<file path="config.mk">
export PLATFORM = sky130hd
export DESIGN_NAME = sync_fifo_param
export DESIGN_NICKNAME = d
export VERILOG_FILES = /design/src/rtl/sync_fifo_param.sv
export SDC_FILE = /design/constraint.sdc
export NUM_CORES = 1
export LEC_CHECK = 0
export ABC_AREA = 1
export BUFFER_PORTS_ARGS = -buffer_cell sky130_fd_sc_hd__clkbuf_2
export CAP_MARGIN = 20
export CORE_MARGIN = 5
export CORE_UTILIZATION = 45
export CTS_CLUSTER_SIZE = 8
export DETAILED_ROUTE_END_ITERATION = 6
export PLACE_DENSITY_LB_ADDON = 0.05
export SLEW_MARGIN = 20
export SYNTH_ARGS = -nofsm -noshare
export SYNTH_HDL_FRONTEND = slang
export SYNTH_SLANG_ARGS = --single-unit
export TNS_END_PERCENT = 30
</file>
<file path="constraint.sdc">
create_clock -name clk -period 1.6 [get_ports clk]
set_input_delay 0.08 -clock clk [delete_from_list [all_inputs] [get_ports clk]]
set_output_delay 0.08 -clock clk [all_outputs]
set_load 0.005 [all_outputs]
</file>
<file path="src/rtl/sync_fifo_param.sv">
// sync_fifo_param: parametrised single-clock FIFO with programmable almost-full and
// almost-empty thresholds and sticky overflow/underflow error flags.
//
// Optional build macro:
//   SYNC_FIFO_FWFT_EN  - first-word-fall-through read mode. data_out shows mem[rd_ptr]
//                        combinationally and is valid whenever empty=0. When undefined,
//                        data_out is registered and updates one edge after an accepted rd.
//
// Parameters:
//   DATA_WIDTH  width of data_in/data_out (>=1)
//   DEPTH       number of entries (>=2, any value, not limited to powers of two)
//   AF_LEVEL    almost_full  when fifo_cnt >= AF_LEVEL
//   AE_LEVEL    almost_empty when fifo_cnt <= AE_LEVEL
//
// Ports:
//   clk           rising-edge clock
//   rst           synchronous active-high reset, priority over every other input
//   data_in       write data
//   wr / rd       write / read requests
//   err_clr       synchronous clear of overflow/underflow (a coincident set wins)
//   data_out      read data
//   empty, full, almost_empty, almost_full
//                 decodes of the registered occupancy
//   fifo_cnt      current occupancy, 0..DEPTH
//   overflow      sticky: a write was rejected because the FIFO was full
//   underflow     sticky: a read was rejected because the FIFO was empty
module sync_fifo_param #(
  parameter int unsigned DATA_WIDTH = 8,
  parameter int unsigned DEPTH      = 8,
  parameter int unsigned AF_LEVEL   = 6,
  parameter int unsigned AE_LEVEL   = 2
) (
  input  logic                         clk,
  input  logic                         rst,
  input  logic [DATA_WIDTH-1:0]        data_in,
  input  logic                         wr,
  input  logic                         rd,
  input  logic                         err_clr,
  output logic [DATA_WIDTH-1:0]        data_out,
  output logic                         empty,
  output logic                         full,
  output logic                         almost_empty,
  output logic                         almost_full,
  output logic [$clog2(DEPTH+1)-1:0]   fifo_cnt,
  output logic                         overflow,
  output logic                         underflow
);

  localparam int unsigned CntW = $clog2(DEPTH + 1);
  localparam int unsigned PtrW = $clog2(DEPTH);

  localparam logic [PtrW-1:0] PtrLast = PtrW'(DEPTH - 1);
  localparam logic [CntW-1:0] CntFull = CntW'(DEPTH);
  localparam logic [CntW-1:0] AfLevel = CntW'(AF_LEVEL);
  localparam logic [CntW-1:0] AeLevel = CntW'(AE_LEVEL);

  // Storage; intentionally not reset.
  logic [DATA_WIDTH-1:0] mem_q [DEPTH];

  logic [PtrW-1:0] rd_ptr_q, rd_ptr_d;
  logic [PtrW-1:0] wr_ptr_q, wr_ptr_d;
  logic [CntW-1:0] fifo_cnt_q, fifo_cnt_d;
  logic            overflow_q, overflow_d;
  logic            underflow_q, underflow_d;

  logic wr_ok;
  logic rd_ok;
  logic mem_we;

  // Status decodes of the registered count, so they reflect the post-edge state.
  always_comb begin
    empty        = (fifo_cnt_q == '0);
    full         = (fifo_cnt_q == CntFull);
    almost_empty = (fifo_cnt_q <= AeLevel);
    almost_full  = (fifo_cnt_q >= AfLevel);
  end

  // A write into a full FIFO is still accepted when a read frees a slot on the same
  // edge. A read of an empty FIFO is never satisfied by a same-cycle write (no bypass).
  always_comb begin
    rd_ok  = rd & ~empty;
    wr_ok  = wr & (~full | rd);
    mem_we = wr_ok & ~rst;
  end

  // Pointer, count and error-flag next state.
  always_comb begin
    rd_ptr_d    = rd_ptr_q;
    wr_ptr_d    = wr_ptr_q;
    fifo_cnt_d  = fifo_cnt_q;
    overflow_d  = overflow_q;
    underflow_d = underflow_q;

    // Explicit wrap so DEPTH need not be a power of two.
    if (rd_ok) begin
      rd_ptr_d = (rd_ptr_q == PtrLast) ? '0 : rd_ptr_q + 1'b1;
    end
    if (wr_ok) begin
      wr_ptr_d = (wr_ptr_q == PtrLast) ? '0 : wr_ptr_q + 1'b1;
    end

    unique case ({wr_ok, rd_ok})
      2'b10:   fifo_cnt_d = fifo_cnt_q + 1'b1;
      2'b01:   fifo_cnt_d = fifo_cnt_q - 1'b1;
      default: fifo_cnt_d = fifo_cnt_q;
    endcase

    // Clear first, then set, so a coincident set wins over err_clr.
    if (err_clr) begin
      overflow_d  = 1'b0;
      underflow_d = 1'b0;
    end
    if (wr && full && !rd) begin
      overflow_d = 1'b1;
    end
    if (rd && empty) begin
      underflow_d = 1'b1;
    end
  end

  always_ff @(posedge clk) begin
    if (rst) begin
      rd_ptr_q    <= '0;
      wr_ptr_q    <= '0;
      fifo_cnt_q  <= '0;
      overflow_q  <= 1'b0;
      underflow_q <= 1'b0;
    end else begin
      rd_ptr_q    <= rd_ptr_d;
      wr_ptr_q    <= wr_ptr_d;
      fifo_cnt_q  <= fifo_cnt_d;
      overflow_q  <= overflow_d;
      underflow_q <= underflow_d;
    end
  end

  always_ff @(posedge clk) begin
    if (mem_we) begin
      mem_q[wr_ptr_q] <= data_in;
    end
  end

`ifdef SYNC_FIFO_FWFT_EN
  // Head of queue is always visible; undefined content while empty.
  always_comb begin
    data_out = mem_q[rd_ptr_q];
  end
`else
  logic [DATA_WIDTH-1:0] data_out_q, data_out_d;

  // Registered read: capture the head on an accepted read, otherwise hold.
  always_comb begin
    data_out_d = data_out_q;
    if (rd_ok) begin
      data_out_d = mem_q[rd_ptr_q];
    end
  end

  always_ff @(posedge clk) begin
    if (rst) begin
      data_out_q <= '0;
    end else begin
      data_out_q <= data_out_d;
    end
  end

  always_comb begin
    data_out = data_out_q;
  end
`endif

  always_comb begin
    fifo_cnt  = fifo_cnt_q;
    overflow  = overflow_q;
    underflow = underflow_q;
  end

endmodule

</file>
==> metrics.yaml <==
grt:
  grt_pass1_vias: 2660
  grt_usage_pct: 17.3
  antenna_found_initial: 0
  grt_max_degree: 35
  overflow: 0
  grt_first_pass_wirelength_mm: 13.3
floorplan:
  start_util_pct: 45.9
  die_area_mm2: 0.0102
  rows: 33
  die_h_um: 101
  ios: 31
  core-area_mm2: 0.00813
  die_w_um: 101
outcome:
  outcome: "complete, but fails checks"
  violations: "setup timing"
clock_tree:
  cts_buffer_depth: 2
  cts-htree-levels: 3
  cts_buffers: 9
  clk_pin_slew_ns: 0.08
  clockRootBuffer: "clkbuf_8"
  clk_latency_ns: 0.35
  cts_tree: "yes"
  cts.sinks: 84
final_layout:
  postLayoutCellArea_mm2: 0.00452
  finalCoreUtilization_pct: 55.5
  area_delta_synth_final_pct: 20.9
  seq_area_mm2: 0.00233
  multi_input_comb_area_mm2: 0.00116
  drive_above_1_share_pct: 23.7
  antenna_cells: 0
  n_fill_cell: 760
  nNetsFinal: 466
logic_synthesis:
  synthAdderAreaFrac_pct: 2.34
  muxShareOfSynthArea_pct: 0
  synth_top_family_by_area: "simple AND/OR/NAND/NOR gates"
  synth_xor_xnor_area_share_pct: 0.469
  async_reset_ff_share_pct: 0
  synth_cell_types: 26
  ys.flop_type: "edfxtp_1"
  ys_seq_area_share_pct: 62.2
  synth_cells: 387
  synth_compound_area_share_pct: 4.69
  ys_seq_elements: 84
  netlist_area_mm2: 0.00374
  syn_avg_cell_area_um2: 9.65
  synth-edff-count: 64
  synthesis.nets: 407
  yosys.area_share.simple_pct: 20.3
  yosysWarnings: 0
place:
  place_area_mm2: 0.00416
  hpwl_mm: 5.82
  io_buffers: 30
  dp_slack_ns: -0.0414
  gp_congestion: 0.810
sta:
  max_slew_margin_pct: 76.3
  fmax_mhz: 620
  setup_ws_ns: -0.0137
  period_needed_ns: 1.61
  finalCritPeriodShare_pct: 101
  rsz0062_at_grt: "yes"
  skew_ns: 0.0118
  setup_viol_count_final: 1
  worst_pin_slew_ns: 0.356
  slew_viol_final: 0
  hold_viol: 0
setup_path:
  crit_type: "flop to flop"
  worstSetupEndpointType: "flop"
  rrSetupSlack_ns: -0.01
  crit_path_start_kind: "flop"
  ff2ff_path_depth: 13
  reg2reg_to: "fifo_cnt[2]$_SDFFE_PP0P_"
  cp_data_arrival_time_ns: 1.86
  reg2reg_from: "fifo_cnt[2]$_SDFFE_PP0P_"
  crit_path_max_fanout: 4
  critPathRequiredTime_ns: 1.85
drt:
  vias: 2685
  dr.pass1.iters: 4
  drt_iter0_drc: 101
  ant_nets: 0
  via_per_inst: 4.83
  remaining_drc_errors: 0
  wirelength_mm: 8.30
  drt-wirelength-per-cell_um: 14.9
power:
  seqPwrFrac_pct: 42.8
  combPwrFrac_pct: 34.4
  switchingPower_uw: 2230
  p_leak_uw: 0.00198
  clockPowerShare_pct: 22.9
  internal-power_uw: 4070
  cellPowerDensity_mw_per_mm2: 1390
  p_sw_share_pct: 35.4
  ir_drop_v: 0.000748
hold_path:
  hold_start: "rd"
  min_to: "underflow$_SDFFE_PP0P_"
  worstHoldPathCells: 3
  worst_hold_path_type: "input port to flop"
flow_run:
  cap_violations: 0
==> cell usage after synthesis, drive strengths merged (2+ instances only) <==
library cell,number,area share [%]
nand2,106,11
inv,68,6.9
edfxtp,64,51
nand3,51,6.8
a21oi,20,2.7
dfxtp,20,11
nor2,18,1.9
buf,12,2.7
o21ai,11,1.5
ha,7,2.3
a211oi,2,0.54
clkbuf,2,0.20
clkinv,2,0.23
==> cells by family (layout without fill, tap and decap cells) <==
logic type	after synthesis	count (layout)
fa+ha+maj	7	7
flops	84	84
buf+inv	84	148
simple gates	177	177
xor+xnor	2	2
compound gates	33	33
==> stage by stage <==
step           std cells  hold slack, ns  TNS [ns]  power [uW]
3_5_place_dp         536           0.359   -0.0514        4780
2_1_floorplan        387           0.179     -1.45        4130
6_report             556          0.0114   -0.0137        6300
5_1_grt              556          0.0299     -2.01        6740
4_1_cts              555         0.00497   -0.0364        6250
3_3_place_gp         536           0.349         0        4760
==> registers in the layout, indices dropped and copies added, names as in the netlist <==
register	flops
data_out	8
fifo_cnt	4
wr_ptr_q	3
underflow	1
rd_ptr_q	3
overflow	1
mem_q	64
==> cells in the final DEF, fill, tap and decap left out, types with 2 or more instances in the layout <==
master and count:
a21oi_1 19, clkbuf_2 30, buf_4 18, edfxtp_1 64, nand3_1 51, nor2_4 9
ha_1 5, nand2_1 100, clkbuf_1 2, clkbuf_8 9, dfxtp_4 2, buf_6 12
nand2_2 3, ha_4 2, inv_4 3, dlygate4sd3_1 2, nor2_1 5, nand2_4 3
o21ai_0 9, dfxtp_1 16, dfxtp_2 2, nor2_2 4, inv_2 2, o21ai_1 2
inv_1 64
==> cell type report <==
class	count	area share, %
well taps	105	2.91
clock buffers	12	3.46
clock inverters	4	0.693
repair buffers	62	9.75
flip-flops and latches	84	51.6
inverters	70	5.96
multi-input cells	219	25.6
==> metal layers <==
layer	up-vias	wire [um]	GRT usage, %
met1	1259	3580	21.6
li1	1367	-	-
met3	11	347	3.32
met2	48	4210	29.7
met5	-	0	0
met4	0	151	6.54
==> power groups by stage <==
stage          sequential, uW  combinational [uW]  clock, uW
2_1_floorplan            2760                1370          0
3_3_place_gp             2730                2030          0
3_5_place_dp             2740                2040          0
4_1_cts                  2690                2080       1470
5_1_grt                  2730                2450       1570
6_report                 2700                2160       1440
==> worst max path at each step <==
| stage | end | depth (start not counted) | slack, ns | start |
|---|---|---|---|---|
| floorplan | mem_q[0][0]$_DFFE_PP_ | 6 | -0.02 | fifo_cnt[2]$_SDFFE_PP0P_ |
| global placement | fifo_cnt[2]$_SDFFE_PP0P_ | 13 | 0.01 | fifo_cnt[3]$_SDFFE_PP0P_ |
| detailed placement | fifo_cnt[2]$_SDFFE_PP0P_ | 13 | -0.04 | fifo_cnt[3]$_SDFFE_PP0P_ |
| CTS | fifo_cnt[2]$_SDFFE_PP0P_ | 13 | -0.04 | fifo_cnt[3]$_SDFFE_PP0P_ |
| global route | fifo_cnt[2]$_SDFFE_PP0P_ | 13 | -0.15 | fifo_cnt[2]$_SDFFE_PP0P_ |
| finish | fifo_cnt[2]$_SDFFE_PP0P_ | 13 | -0.01 | fifo_cnt[2]$_SDFFE_PP0P_ |
==> timing repair <==
action / in CTS / in global routing
gates cloned: 0 / 0
buffers inserted: 1 / 1
setup endpoints to repair: 10 / 67
resized for setup: 3 / 36
endpoints found under the hold margin: 2 / 0
pin swaps: 0 / 5
hold buffers: 2 / 0
==> worst max-delay path, cell delays in order, from the launching register on <==
cell and delay [ns]:
dfxtp_4 0.37, nor2_4 0.09, nand2_2 0.08, nand2_4 0.07, inv_4 0.04, ha_4 0.17
nand2_2 0.07, inv_2 0.04, nor2_4 0.10, ha_4 0.14, a21oi_2 0.03, xnor2_1 0.12
o21ai_1 0.12, inv_1 0.05
No activity file was read; power rests on OpenSTA's default activity.
